===== config.mk =====
export PLATFORM = sky130hd
export DESIGN_NAME = grid_frame_sampler
export DESIGN_NICKNAME = d
export VERILOG_FILES = /design/src/rtl/grid_frame_sampler.sv
export SDC_FILE = /design/constraint.sdc
export NUM_CORES = 1
export LEC_CHECK = 0
export ABC_AREA = 0
export CAP_MARGIN = 0
export CORE_UTILIZATION = 50
export DETAILED_ROUTE_END_ITERATION = 8
export GPL_TIMING_DRIVEN = 0
export PLACE_DENSITY = 0.7
export SKIP_LAST_GASP = 1
export SYNTH_ARGS = -nofsm -noshare
export SYNTH_HDL_FRONTEND = slang
export SYNTH_SLANG_ARGS = --single-unit

===== constraint.sdc =====
create_clock -name clk -period 5.4 [get_ports clk]
set_clock_uncertainty 0.05 [all_clocks]
set_input_delay 1.08 -clock clk [delete_from_list [all_inputs] [get_ports clk]]
set_output_delay 1.08 -clock clk [all_outputs]
set_load 0.05 [all_outputs]

===== src/rtl/grid_frame_sampler.sv =====
// grid_frame_sampler: samples one pixel per grid cell, classifies it and streams {sof,eol,eof,code}.
// Latency: sample on pix_en edge -> out_valid two clk later; backpressure: FIFO absorbs, full drops set sticky overflow.
// Optional checksum outputs (frame_sum, frame_sum_valid) when GRID_SAMPLER_CHECKSUM_EN is defined.

module sampler_fifo #(
    parameter int W     = 6,
    parameter int DEPTH = 16
) (
    input  logic         clk,
    input  logic         rst,
    input  logic         push_vld,
    input  logic [W-1:0] push_dat,
    input  logic         pop_rdy,
    output logic         pop_vld,
    output logic [W-1:0] pop_dat,
    output logic         full
);
    localparam int AW = $clog2(DEPTH);

    logic [W-1:0]  mem [DEPTH];
    logic [AW-1:0] wr_ptr, rd_ptr;
    logic [AW:0]   cnt;
    logic          push, pop;

    assign pop_vld = (cnt != '0);
    assign full    = (cnt == (AW+1)'(DEPTH));
    assign pop     = pop_vld && pop_rdy;
    // A pop in the same cycle frees the slot, so a full FIFO still accepts the push.
    assign push    = push_vld && (!full || pop);
    assign pop_dat = mem[rd_ptr];

    always_ff @(posedge clk) begin
        if (push) begin
            mem[wr_ptr] <= push_dat;
        end
    end

    always_ff @(posedge clk) begin
        if (rst) begin
            wr_ptr <= '0;
            rd_ptr <= '0;
            cnt    <= '0;
        end else begin
            if (push) wr_ptr <= wr_ptr + AW'(1);
            if (pop)  rd_ptr <= rd_ptr + AW'(1);
            case ({push, pop})
                2'b10:   cnt <= cnt + (AW+1)'(1);
                2'b01:   cnt <= cnt - (AW+1)'(1);
                default: cnt <= cnt;
            endcase
        end
    end
endmodule

module grid_frame_sampler #(
    parameter int         COLS       = 30,
    parameter int         ROWS       = 30,
    parameter int         CELL_PX    = 16,
    parameter int         H_ORIGIN   = 224,
    parameter int         V_ORIGIN   = 35,
    parameter int         SAMPLE_OFS = 1,
    parameter int         DEPTH      = 16,
    parameter int         CONTINUOUS = 0,
    parameter logic [7:0] C_BLACK    = 8'h00,
    parameter logic [7:0] C_BLUE     = 8'h03,
    parameter logic [7:0] C_RED      = 8'hE0,
    parameter logic [7:0] C_GREEN    = 8'h1C
) (
    input  logic        clk,
    input  logic        rst,
    input  logic        pix_en,
    input  logic [9:0]  h_counter,
    input  logic [9:0]  v_counter,
    input  logic [7:0]  rgb,
    input  logic        arm,
    output logic        busy,
    output logic        out_valid,
    input  logic        out_ready,
    output logic [2:0]  out_code,
    output logic        out_sof,
    output logic        out_eol,
    output logic        out_eof,
    output logic        overflow,
    output logic        frame_done
`ifdef GRID_SAMPLER_CHECKSUM_EN
    ,
    output logic [15:0] frame_sum,
    output logic        frame_sum_valid
`endif
);
    localparam int         LG     = $clog2(CELL_PX);
    localparam logic [12:0] H_SPAN = 13'(COLS * CELL_PX);
    localparam logic [12:0] V_SPAN = 13'(ROWS * CELL_PX);
    localparam logic [9:0]  H_SOF  = 10'(H_ORIGIN + SAMPLE_OFS);
    localparam logic [9:0]  V_SOF  = 10'(V_ORIGIN + SAMPLE_OFS);

    typedef enum logic [1:0] {IDLE, WAIT_SOF, CAPTURE} state_t;

    state_t      state, state_nxt;
    logic [12:0] dh, dv;
    logic        h_hit, v_hit, origin_hit;
    logic        take, cur_sof, cur_eol, cur_eof;
    logic [5:0]  col, row, cur_col, cur_row;
    logic [2:0]  code;
    logic        s_vld;
    logic [5:0]  s_dat;
    logic        f_vld, f_full, drop;
    logic [5:0]  f_dat;

    // Positions left of / above the origin wrap to huge values and fail the span test.
    assign dh         = {3'b000, h_counter} - 13'(H_ORIGIN);
    assign dv         = {3'b000, v_counter} - 13'(V_ORIGIN);
    assign h_hit      = (dh < H_SPAN) && (dh[LG-1:0] == LG'(SAMPLE_OFS));
    assign v_hit      = (dv < V_SPAN) && (dv[LG-1:0] == LG'(SAMPLE_OFS));
    assign origin_hit = (h_counter == H_SOF) && (v_counter == V_SOF);

    always_ff @(posedge clk) begin
        if (rst) state <= IDLE;
        else     state <= state_nxt;
    end

    always_comb begin
        state_nxt = state;
        case (state)
            IDLE:     if (arm) state_nxt = WAIT_SOF;
            WAIT_SOF,
            CAPTURE:  if (take) state_nxt = cur_eof ? ((CONTINUOUS != 0) ? WAIT_SOF : IDLE) : CAPTURE;
            default:  state_nxt = IDLE;
        endcase
    end

    always_comb begin
        take    = 1'b0;
        cur_sof = 1'b0;
        cur_col = col;
        cur_row = row;
        case (state)
            WAIT_SOF: begin
                take    = pix_en && origin_hit;
                cur_sof = 1'b1;
                cur_col = '0;
                cur_row = '0;
            end
            CAPTURE:  take = pix_en && h_hit && v_hit;
            default:  ;
        endcase
        cur_eol = (cur_col == 6'(COLS - 1));
        cur_eof = cur_eol && (cur_row == 6'(ROWS - 1));
    end

    always_ff @(posedge clk) begin
        if (rst) begin
            col <= '0;
            row <= '0;
        end else if (take) begin
            if (cur_eol) begin
                col <= '0;
                row <= cur_row + 6'd1;
            end else begin
                col <= cur_col + 6'd1;
                row <= cur_row;
            end
        end
    end

    always_comb begin
        if      (rgb == C_BLACK) code = 3'b000;
        else if (rgb == C_BLUE)  code = 3'b001;
        else if (rgb == C_RED)   code = 3'b010;
        else if (rgb == C_GREEN) code = 3'b011;
        else                     code = 3'b100;
    end

    always_ff @(posedge clk) begin
        if (rst) begin
            s_vld <= 1'b0;
            s_dat <= '0;
        end else begin
            s_vld <= take;
            if (take) s_dat <= {cur_sof, cur_eol, cur_eof, code};
        end
    end

    sampler_fifo #(.W(6), .DEPTH(DEPTH)) u_fifo (
        .clk      (clk),
        .rst      (rst),
        .push_vld (s_vld),
        .push_dat (s_dat),
        .pop_rdy  (out_ready),
        .pop_vld  (f_vld),
        .pop_dat  (f_dat),
        .full     (f_full)
    );

    assign drop = s_vld && f_full && !(f_vld && out_ready);

    always_ff @(posedge clk) begin
        if (rst) begin
            overflow   <= 1'b0;
            frame_done <= 1'b0;
        end else begin
            overflow   <= overflow | drop;
            frame_done <= s_vld && s_dat[3];
        end
    end

    assign out_valid = f_vld;
    assign {out_sof, out_eol, out_eof, out_code} = f_vld ? f_dat : 6'd0;
    assign busy = (state != IDLE) || s_vld || f_vld;

`ifdef GRID_SAMPLER_CHECKSUM_EN
    logic [15:0] sum, sum_nxt;

    // Dropped samples are summed too, so the checksum reflects the frame, not the FIFO.
    assign sum_nxt = (s_dat[5] ? 16'h0000 : {sum[14:0], sum[15]}) ^ {13'b0, s_dat[2:0]};

    always_ff @(posedge clk) begin
        if (rst) begin
            sum             <= '0;
            frame_sum       <= '0;
            frame_sum_valid <= 1'b0;
        end else begin
            frame_sum_valid <= s_vld && s_dat[3];
            if (s_vld) begin
                sum <= sum_nxt;
                if (s_dat[3]) frame_sum <= sum_nxt;
            end
        end
    end
`endif
endmodule


==> metrics.txt <==
vias in the first global route between 3,000 and 4,000; core area roughly 11,000 sq um; Post-synth ARST share 0; vias per cell about 5.8; dpl cells between 600 and 700; CP peak stage delay roughly 0.69 ns; Die Y-Extent 111 microns; GPL Wtd Cong just over 0.8; Num CTS Buffers 17; Worst Path Arrival 3.48 ns; Max Freq 217 MHz; Syn. warnings 0; CP startpoint kind register; cell mode on critical path mux4_2; drt drc 0; post-synth top area share 0.488; Fillers 867; Non-Filler Instances ~630; Layout area overhead 19.2%; Critical-path top delay cell clkdlybuf4s50_1; Hold Crit Start col[0]; TritonCTS sink count between 100 and 150; Max Slew Vio Count 0; Final HPWL DP 8.15 mm; element type at the critical path end output pin; outcome finished clean; Worst-Margin Slew about 1.0 ns; Post-synth EDFFs 96; area share of and/or/nand/nor cells after synthesis 0.115; RR Endpoint row[4]; main combinational cell family by area after synthesis multiplexers; Setup Buffers After CTS 0; Synth Area in Compound Gates 0.0635; chip width around 110 microns; Clock transition at path regs around 0.050 ns; post-synthesis cell area ~5900 sq um; largest net degree at the start of global routing 19; total of max-cap violations 0; Mapped Nets approximately 470; Clk Latency, worst-skew pair roughly 0.42 ns; setup_tns 0 ns; crit path max fanout 10; min Tclk post-route 4.61 ns; fin crit share 0.854; layout cells sized above 1 0.135; commonest register cell after synthesis edfxtp_1; first-pass GRT wire length 19.7 mm; P_leak ~0.0023 uW; end of the critical path out_code[1]; TritonRoute pass-1 iters 5; # port buffers 41; worst setup path class register to output pin; Rel. slew slack 0.304; Gate Count Post-Synth between 400 and 500; final wirelength between 10 and 15 mm; # H-tree levels 4; post-synthesis adder-cell area fraction 0.0373; Final Hold Viols 0; endpoints failing setup 0; CTS Buffer Depth 2; Starting Density 0.515; Pwr Density roughly 320 nW/um^2; clock root buffer master clkbuf_16; Rows 39; diode count 0; Synth Area per Inst 14.2 sq um; Hold Buf Count CTS 0; Max VDD drop around 220 uV; gr usage total 0.217; worst reg-to-reg setup slack between 1.5 and 2 ns; Worst Reg-to-Reg Cells 12; biggest area consumer among synthesized cells edfxtp_1; post-CTS resize count 0; drt initial violations 300; DRT antenna net count 0; grt ovf 0; die area 12,300 sq um; worst path cell trace clkbuf_1 > buf_2 > mux4_2 > mux4_2 > and2_1 > clkdlybuf4s50_1; initial antenna violation count 0; mux share of post-synthesis cell area 0.121; Crit Reg-Reg Startpoint state[1]; Avg WL per Cell 19.2 microns; Worst Hold Class register to register; Post-Synth XOR/XNOR Area 0.0133; worst endpoint required time 4.27 ns; RSZ-0062 raised after global routing no; CTS tree done; DR vias 3,660; sequential area share after synthesis 0.623; number of placed I/O pins between 40 and 50; Yosys reg bits between 100 and 150; synth unique cells 50; Nets around 530; main area contributors after synthesis edfxtp_1 (49%), dfxtp_1 (14%), mux4_2 (11%)
[stage by stage]
| step | instance area, sq um | utilization | total power [uW] | worst slack (ns) | hold WS [ns] |
|---|---|---|---|---|---|
| finish | 7040 | 0.614 | 2230 | 0.786 | 0.423 |
| global route | 7040 | 0.614 | 2290 | 0.608 | 0.433 |
| CTS | 7040 | 0.614 | 2250 | 0.705 | 0.426 |
| global placement | 6500 | 0.567 | 1190 | 1.22 | 0.405 |
| detailed placement | 6500 | 0.567 | 1190 | 1.16 | 0.416 |
| floorplan | 5910 | - | 1150 | 2.06 | 0.390 |
[final cells by class]
type | count | area, sq um | share of cell area
timing repair buffer | 41 | 410 | 0.0583
clock inverter | 12 | 110 | 0.0156
multi-input combinational | 243 | 2070 | 0.294
sequential | 136 | 3680 | 0.523
buffer | 21 | 91.3 | 0.0130
clock buffer | 19 | 433 | 0.0615
tap | 143 | 179 | 0.0254
inverter | 17 | 63.8 | 0.00906
[routing by layer]
layer | global-route usage | routed length, microns | share of wire | vias to the layer above
li1 | - | - | - | 1725
met1 | 0.266 | 4960 | 0.41 | 1788
met2 | 0.359 | 6190 | 0.51 | 117
met3 | 0.0448 | 655 | 0.054 | 30
met4 | 0.121 | 347 | 0.029 | 0
met5 | 0 | 0 | 0 | -
[power by group]
part,internal [uW],switching [uW],total [uW]
registers,1100,0.568,1100
clock network,664,402,1070
logic,33.0,30.0,63.0
[cell families after synthesis]
group | Yosys count
xor+xnor | 9
flops | 136
simple gates | 128
compound gates | 55
buf+inv | 38
fa+ha+maj | 17
mux | 34
[sequential cells by signal (all words and copies together), names as in the netlist, named ones only]
name           flops
state              2
col                6
u_fifo.mem        96
u_fifo.cnt         5
row                6
u_fifo.wr_ptr      4
frame_done         1
s_dat              6
u_fifo.rd_ptr      4
s_vld              1
overflow           1
[worst min-delay path by stage]
| stage | to | slack [ns] | cells after the start |
|---|---|---|---|
| after floorplan | col[0] | 0.39 | 2 |
| after global placement | col[0] | 0.41 | 2 |
| after CTS | col[0] | 0.43 | 2 |
| final | col[0] | 0.42 | 2 |
| after global routing | col[0] | 0.43 | 2 |
| after detailed placement | col[0] | 0.42 | 2 |
[placed cells by master, fill, tap and decap left out, drive strengths merged, types with 5 or more instances in the layout]
cell,n
inv,17
mux4,30
clkbuf,30
a21oi,24
clkinv,8
nor2b,6
ha,16
edfxtp,96
nand4,6
or3,8
dfxtp,40
clkdlybuf4s50,41
nor3,10
buf,10
xor2,6
nand3,8
a31oi,5
o21ai,5
and2,7
nand2b,5
nor2,32
nand2,24
[Yosys cell counts (all sizes together), types with 6 or more instances]
master / count
clkbuf: 11
edfxtp: 96
nand4: 6
buf: 10
dfxtp: 40
and2: 7
a21oi: 24
inv: 17
nand2: 24
nand3: 8
nor3: 10
ha: 16
or3: 8
nor2b: 6
xor2: 6
nor2: 32
mux4: 30
[critical path, delay by kind of cell, from the launching register on]
family	cells	cell delay [ns]
muxes	2	1.10
buffers and inverters	3	1.49
and+or+nand+nor	1	0.17
DFF	1	0.30
(Power assumes the default switching activity.)
